[config.mk]
export PLATFORM = sky130hd
export DESIGN_NAME = fft_in_framer
export DESIGN_NICKNAME = d
export VERILOG_FILES = /design/src/rtl/fft_in_framer.sv
export SDC_FILE = /design/constraint.sdc
export NUM_CORES = 1
export LEC_CHECK = 0
export CAP_MARGIN = 25
export CORE_ASPECT_RATIO = 0.6
export CORE_MARGIN = 10
export CORE_UTILIZATION = 25
export CTS_CLUSTER_DIAMETER = 120
export DETAILED_ROUTE_END_ITERATION = 7
export MAX_ROUTING_LAYER = met4
export SKIP_LAST_GASP = 1
export SLEW_MARGIN = 15
export SYNTH_ARGS = -nofsm -noshare
export SYNTH_HDL_FRONTEND = slang
export SYNTH_SLANG_ARGS = --single-unit
[constraint.sdc]
create_clock -name clk -period 5.55 [get_ports clk]
set_clock_uncertainty 0.2 [all_clocks]
set_input_delay 0.8325 -clock clk [delete_from_list [all_inputs] [get_ports clk]]
set_output_delay 0.8325 -clock clk [all_outputs]
set_load 0.01 [all_outputs]
[src/rtl/fft_in_framer.sv]
// fft_in_framer: frames a gappy sample stream into FFT-length symbols with sop/eop markers.
// Optional error checking (frm_err pulse, saturating err_cnt) is built only when
// FFT_FRAMER_ERR_CHK_EN is defined; otherwise both outputs are tied to zero.
module fft_in_framer #(
    parameter int DATA_NBIT = 16
) (
    input  logic                 clk,
    input  logic                 reset,
    input  logic [1:0]           fft_num,
    input  logic                 cp_type,
    input  logic                 fft_type,
    input  logic [DATA_NBIT-1:0] source_i,
    input  logic [DATA_NBIT-1:0] source_q,
    input  logic                 source_h,
    input  logic                 source_s,
    input  logic                 source_v,
    output logic [DATA_NBIT-1:0] fft_din_i,
    output logic [DATA_NBIT-1:0] fft_din_q,
    output logic                 fft_din_v,
    output logic                 fft_din_sop,
    output logic                 fft_din_eop,
    output logic [11:0]          fft_len_o,
    output logic                 fft_type_o,
    output logic [2:0]           sym_idx,
    output logic                 frm_err,
    output logic [7:0]           err_cnt
);

    typedef enum logic [1:0] {IDLE, ARMED, CAPT} state_t;

    state_t               state_q, state_d;
    logic [11:0]          cnt_q, cnt_d, cnt_inc;
    logic [11:0]          len_q, len_d;
    logic                 type_q, type_d;
    logic [2:0]           sym_q, sym_d, sym_max;
    logic [DATA_NBIT-1:0] di_q, di_d, dq_q, dq_d;
    logic                 v_q, v_d, sop_q, sop_d, eop_q, eop_d;

    function automatic logic [11:0] len_of(input logic [1:0] n);
        return n == 2'd0 ? 12'd2048 : n == 2'd1 ? 12'd1536 : n == 2'd2 ? 12'd1024 : 12'd512;
    endfunction

    // Next-state: a header always re-arms (and may carry the first sample); otherwise run the frame FSM.
    always_comb begin
        state_d = state_q;
        cnt_d   = cnt_q;
        len_d   = len_q;
        type_d  = type_q;
        sym_d   = sym_q;
        v_d     = 1'b0;
        sop_d   = 1'b0;
        eop_d   = 1'b0;
        cnt_inc = cnt_q + 12'd1;
        sym_max = cp_type ? 3'd5 : 3'd6;
        if (source_h) begin
            len_d   = len_of(fft_num);
            type_d  = fft_type;
            sym_d   = (source_s || sym_q >= sym_max) ? 3'd0 : sym_q + 3'd1;
            state_d = source_v ? CAPT : ARMED;
            cnt_d   = source_v ? 12'd1 : 12'd0;
            v_d     = source_v;
            sop_d   = source_v;
        end else begin
            case (state_q)
                ARMED: if (source_v) begin
                    v_d     = 1'b1;
                    sop_d   = 1'b1;
                    cnt_d   = 12'd1;
                    state_d = CAPT;
                end
                CAPT: if (source_v) begin
                    v_d     = 1'b1;
                    eop_d   = cnt_inc == len_q;
                    cnt_d   = eop_d ? 12'd0 : cnt_inc;
                    state_d = eop_d ? IDLE : CAPT;
                end
                default: ;
            endcase
        end
        di_d = v_d ? source_i : '0;
        dq_d = v_d ? source_q : '0;
    end

    // State, latched configuration and the single output register stage.
    always_ff @(posedge clk or negedge reset) begin
        if (!reset) begin
            state_q <= IDLE;
            cnt_q   <= '0;
            len_q   <= 12'd2048;
            type_q  <= 1'b0;
            sym_q   <= '0;
            di_q    <= '0;
            dq_q    <= '0;
            v_q     <= 1'b0;
            sop_q   <= 1'b0;
            eop_q   <= 1'b0;
        end else begin
            state_q <= state_d;
            cnt_q   <= cnt_d;
            len_q   <= len_d;
            type_q  <= type_d;
            sym_q   <= sym_d;
            di_q    <= di_d;
            dq_q    <= dq_d;
            v_q     <= v_d;
            sop_q   <= sop_d;
            eop_q   <= eop_d;
        end
    end

    assign fft_din_i   = di_q;
    assign fft_din_q   = dq_q;
    assign fft_din_v   = v_q;
    assign fft_din_sop = sop_q;
    assign fft_din_eop = eop_q;
    assign fft_len_o   = len_q;
    assign fft_type_o  = type_q;
    assign sym_idx     = sym_q;

`ifdef FFT_FRAMER_ERR_CHK_EN
    logic       err_ev, err_q;
    logic [7:0] err_cnt_q;

    // A header cutting a capture short, or a valid arriving with no frame open, is an error.
    assign err_ev = source_h ? (state_q == CAPT) : (source_v && state_q == IDLE);

    // One-cycle error pulse and saturating error counter.
    always_ff @(posedge clk or negedge reset) begin
        if (!reset) begin
            err_q     <= 1'b0;
            err_cnt_q <= '0;
        end else begin
            err_q     <= err_ev;
            err_cnt_q <= (err_ev && err_cnt_q != 8'hFF) ? err_cnt_q + 8'd1 : err_cnt_q;
        end
    end

    assign frm_err = err_q;
    assign err_cnt = err_cnt_q;
`else
    assign frm_err = 1'b0;
    assign err_cnt = '0;
`endif

endmodule

==> results of run 1 <==
-- final timing paths --
check | start | endpoint | depth (start not counted)
min in group asynchronous | reset | sym_idx[2] | 2
max in group asynchronous | reset | fft_din_q[1] | 2
setup reg to reg | cnt_q[0] | cnt_q[9] | 7
hold / removal | sym_idx[2] | sym_idx[2] | 1
setup / recovery | source_h | cnt_q[9] | 5
hold reg to reg | sym_idx[2] | sym_idx[2] | 1
-- metal layers --
layer / part of all wire, % / track usage (%) / vias to the layer above / wire, µm
met1: 44 / 11.2 / 918 / 2930
li1: - / - / 937 / -
met3: 13 / 5.80 / 4 / 873
met4: 0.65 / 1.99 / 0 / 43
met2: 42 / 12.7 / 76 / 2750
met5: 0 / - / - / 0
-- critical path: cells and delay by family --
family	cells	cell delay, ns
simple gates	2	0.75
compound gates	1	0.35
buf+inv	2	0.94
-- layout make-up --
| type | instances | area [µm²] |
|---|---|---|
| clock buffers | 6 | 139 |
| flip-flops and latches | 56 | 1400 |
| well taps | 135 | 169 |
| clock inverters | 2 | 15.0 |
| multi-input cells | 163 | 1020 |
| fillers | 1014 | 6340 |
| repair buffers | 84 | 835 |
| inverters | 8 | 30.0 |
-- state kept, by name (all words and copies together) (netlist names) --
register,count
fft_type_o,1
fft_din_q,16
sym_idx,3
fft_din_sop,1
fft_din_v,1
fft_din_eop,1
fft_len_o,3
cnt_q,12
fft_din_i,16
state_q,2
-- per-stage QoR --
| step | worst slack, ns | std cells | power (µW) | hold WS (ns) |
|---|---|---|---|---|
| finish | 2.63 | 454 | 961 | 0.317 |
| global route | 2.43 | 454 | 1010 | 0.345 |
| CTS | 2.38 | 453 | 977 | 0.321 |
| detailed placement | 2.08 | 445 | 642 | 0.309 |
| global placement | 2.12 | 445 | 640 | 0.303 |
| floorplan | 3.36 | 254 | 545 | 0.279 |
-- logic make-up (layout without fill, tap and decap cells) --
family                   count (synthesis)  in the layout  synth area share (%)
buffers and inverters                   35            100                  8.73
other                                    1             18                 0.145
AO/OA/AOI/OAI                           37             37                  10.1
multiplexers                             4              4                  1.70
flip-flops                              56             56                  54.4
adder cells (fa/ha/maj)                  8              8                  3.88
XOR/XNOR                                 5              5                  1.70
AND/OR/NAND/NOR                         91             91                  19.4
-- where the power goes --
group / internal, µW / switching [µW]
sequential: 437 / 16.3
combinational: 99.0 / 79.9
clock: 180 / 149
-- cell usage after synthesis (3+ instances only) --
cell type,instances,share of area (%)
nand4_1,4,0.97
buf_6,3,1.3
buf_4,19,5.5
nand2_1,19,2.8
and3_1,3,0.73
xnor2_1,5,1.7
o21a_1,3,0.87
a21oi_1,5,0.97
inv_1,7,1.0
nand3_1,11,2.1
ha_1,8,3.9
nor3_1,4,0.78
clkbuf_1,5,0.73
o21ai_0,10,1.9
nor4_1,3,0.73
and2_1,32,7.8
dfrtp_1,55,53
nor2_1,7,1.0
o311ai_0,3,1.0
mux2_2,3,1.3
==> run metrics, run 1 <==
status complete, no violations; most frequent cells in the layout clkdlybuf4s50_1 (81), dfrtp_1 (55), and2_1 (32); final WL 6600 µm; ANT cells 0; Core Rows 28; kind of critical path input pin to register; IR drop worst, VDD 0.123 mV; Longest Clk Path Bufs 2; crit-path cells clkdlybuf4s50_1 -> clkinv_1 -> and3_1 -> nand2_1 -> o311ai_0; Mean Syn Cell Area 10.9 µm²; Main synth FF type dfrtp_1; PD cells 266 nW/µm²; core area 9950 µm²; Final Core Density 36.3%; critical path's slowest cell clkdlybuf4s50_1; Via density 4.26; Slew headroom 50.5%; Tot GR Track Use 9.27%; clock sink count 56; slowest cell delay on critical path 0.65 ns; cts hold-fix bufs 0; nets@finish 367; Horiz. Die Dim 151 µm; total gr overflow 0; Pleak 0.00155 µW; Yosys warning count 0; first-pass GRT wire length 10700 µm; RSZ-0062 raised after global routing no; clock root buffer clkbuf_16; # H-tree levels 2; dpl hpwl 5020 µm; Seq cells post-synth 56; sequential fraction of the synthesis area 54.4%; largest net degree at the start of global routing 57; commonest non-fill, non-tap cell in the layout clkdlybuf4s50_1; Crit path required time 5.52 ns; Hold Violations, Final 0; Final setup viols 0; DRC violations left 0; Area Growth Syn to Fin 39.9%; Worst-path clk slew 0.07 ns; port bufs 82; setup TNS 0 ns; Placer Congestion 0.859; vias in the first global route 2014; DR iter-0 viols 92; design area 3610 µm²; Max Slew Vio Count 0; number of enable flip-flop cells after synthesis 0; drt pass-1 iters 4; Tcrit/Tclk final 52.5%; Worst Setup End Kind register; worst hold path class register to register; via count 1935; I/O Pins 101; layout cell share with drive strength beyond 1 6.27%; Synth cell types 45; Die ar. 14900 µm²; crit path max fanout 13; Worst EP arrival 2.89 ns; Post-CTS Setup Repair Bufs 0; WL/cell 14.5 µm; antenna viol nets, final 0; Worst-Skew Late Latency 0.29 ns; CTS tree built; Startpoint Class input pin; Slew @ Worst Pin 0.739 ns; flop2flop setup slack 3.07 ns; antenna violations before repair 0; minimum clock period after layout 2.92 ns; starting density of the core 25.9%; chip height 98.7 µm; DP Area 3440 µm²; # resized after CTS 0; Max Clk Rate 343 MHz; CTS Buf Count 5; Post-Syn Area 2580 µm²; Cells after Synth 237; ys async rst share 100%; Max Cap Violations 0
(Power assumes the default switching activity.)
==> run 2, diff against run 1 <==
Clock period 5.55 ns to 2.4 ns, I/O delays scaled along.
==> run metrics, run 2 (same netlist as run 1, synthesis figures left out) <==
I/O Pins 101 (unchanged); IR drop worst, VDD 0.270 mV (+120%); share of power burned in registers 46.7% (-0.5 points); WHS 0.314 ns (-0.00255 ns); Core Rows 28 (unchanged); Via density 4.30 (+0.99%); final WL 7160 µm (+8.5%); vias in the first global route 2138 (+6.2%); M1 WL 3160 µm (+7.8%); Max Cap Violations 0 (unchanged); kind of critical path register to register; Int Pwr 1670 µW (+130%); Cells after DPL 456 (+2.5%); status complete, no violations; most frequent cells in the layout clkdlybuf4s50_1 (81), dfrtp_1 (51), and2_1 (32); Worst-Skew Late Latency 0.30 ns (about the same); Worst EP arrival 2.33 ns (-0.56 ns); WL/cell 15.1 µm (+4.1%); Worst Setup End Kind register; DRC violations left 0 (unchanged); clock power share 33.9% (-0.3 points); nets@finish 386 (+5.2%); layout cell share with drive strength beyond 1 12.4% (+6.2 points); total gr overflow 0 (unchanged); largest net degree at the start of global routing 35 (-39%); Crit path required time 2.39 ns (-3.13 ns); metal3 WL 896 µm (+2.6%); Max Slew Vio Count 0 (unchanged); crit path max fanout 5 (-8); core area 9950 µm² (unchanged); Placer Congestion 0.869 (+1.1%); Final Power 2250 µW (+130%); setup TNS 0 ns (unchanged); Hold Violations, Final 0 (unchanged); minimum clock period after layout 2.34 ns; CTS tree built; Tcrit/Tclk final 97.5%; Horiz. Die Dim 151 µm (unchanged); commonest non-fill, non-tap cell in the layout clkdlybuf4s50_1; Non-Filler Instances 473 (+4.2%); antenna viol nets, final 0 (unchanged); dpl hpwl 5380 µm (+7.4%); Slew @ Worst Pin 0.837 ns (+0.0976 ns); Tot GR Track Use 10.0% (+0.76 points); worst hold path class register to register; ANT cells 0 (unchanged); chip height 98.7 µm (unchanged); CTS Buf Count 5 (unchanged); Final setup viols 0 (unchanged); sw power 576 µW (+130%); Slew headroom 44.2% (-6.3 points); Pleak 0.00165 µW (+6.2%); via count 2036 (+5.2%); clock root buffer clkbuf_16; Area Growth Syn to Fin 46.0%; DR iter-0 viols 173 (+88%); # H-tree levels 2 (unchanged); port bufs 82 (unchanged); Worst-path clk slew 0.07 ns (about the same); clock sink count 56 (unchanged); PD cells 597 nW/µm² (+120%); first-pass GRT wire length 11400 µm (+6.6%); starting density of the core 25.9% (unchanged); Longest Clk Path Bufs 2 (unchanged); Net Sw Frac 25.6% (+0.13 points); drt pass-1 iters 4 (unchanged); Met2 Wirelength 3020 µm (+9.8%); antenna violations before repair 0 (unchanged); Max Clk Rate 427 MHz; RSZ-0062 raised after global routing yes; Filler cells 994 (-2.0%); Startpoint Class register; max layer used met4; Die ar. 14900 µm² (unchanged); Gate power share 19.4% (+0.8 points)
run 2: cell types whose count changed in the layout (fill, tap and decap cells not counted), moves of 2 or more:
cell	before	now
o311ai_0	3	1
dfrtp_2	0	4
o311ai_1	0	2
buf_4	1	19
dfrtp_1	55	51
run 2: power groups by stage:
stage	Combinational [µW]	Clock (µW)	Sequential [µW]
after floorplan	167	0	1090
after global placement	431	0	1060
after detailed placement	435	0	1070
after CTS	438	794	1050
after global routing	483	832	1060
final	437	761	1050
run 2: worst paths after layout:
kind / from / endpoint / slack (ns) / cells past startpoint
min in group asynchronous: reset / sym_idx[0] / 0.49 / 2
setup reg to reg: cnt_q[2] / cnt_q[0] / 0.06 / 6
setup / recovery: cnt_q[2] / cnt_q[0] / 0.06 / 6
max in group asynchronous: reset / fft_din_i[13] / 0.88 / 3
hold / removal: fft_type_o / fft_type_o / 0.31 / 1
hold reg to reg: fft_type_o / fft_type_o / 0.31 / 1
run 2: critical path, cell delays in order (launching register included):
cell and delay [ns]:
dfrtp_1 0.44, and4_4 0.27, or4b_1 0.45, a211oi_2 0.25
o211ai_2 0.16, buf_4 0.17, a221o_1 0.29
run 2: what timing repair did:
action	4_1_cts	5_1_grt
setup buffers	3	5
setup endpoints to repair	2	6
hold endpoints to repair	31	0
gates resized for setup	0	8
hold buffers	1	0
pin swaps	1	3
run 2: metrics by stage:
step                setup WS [ns]  instance area [µm²]  utilization, %
floorplan                   0.268                 2640               -
CTS                        0.0386                 3720            37.4
detailed placement        -0.0159                 3540            35.6
global route              -0.0448                 3770            37.9
finish                     0.0593                 3770            37.9
global placement            0.101                 3540            35.6
run 2: area by class of cell:
class	count	area (µm²)	area share, %
tap	135	169	4.49
clock buffer	7	143	3.79
sequential	56	1410	37.4
inverter	8	30.0	0.797
multi-input combinational	163	1020	27.1
timing repair buffer	103	988	26.2
clock inverter	1	7.51	0.199
run 2: metal layers:
layer,vias up,GRT usage [%]
li1,976,-
met1,956,12.4
met2,95,13.7
met4,0,3.10
met3,9,5.48
met5,-,-
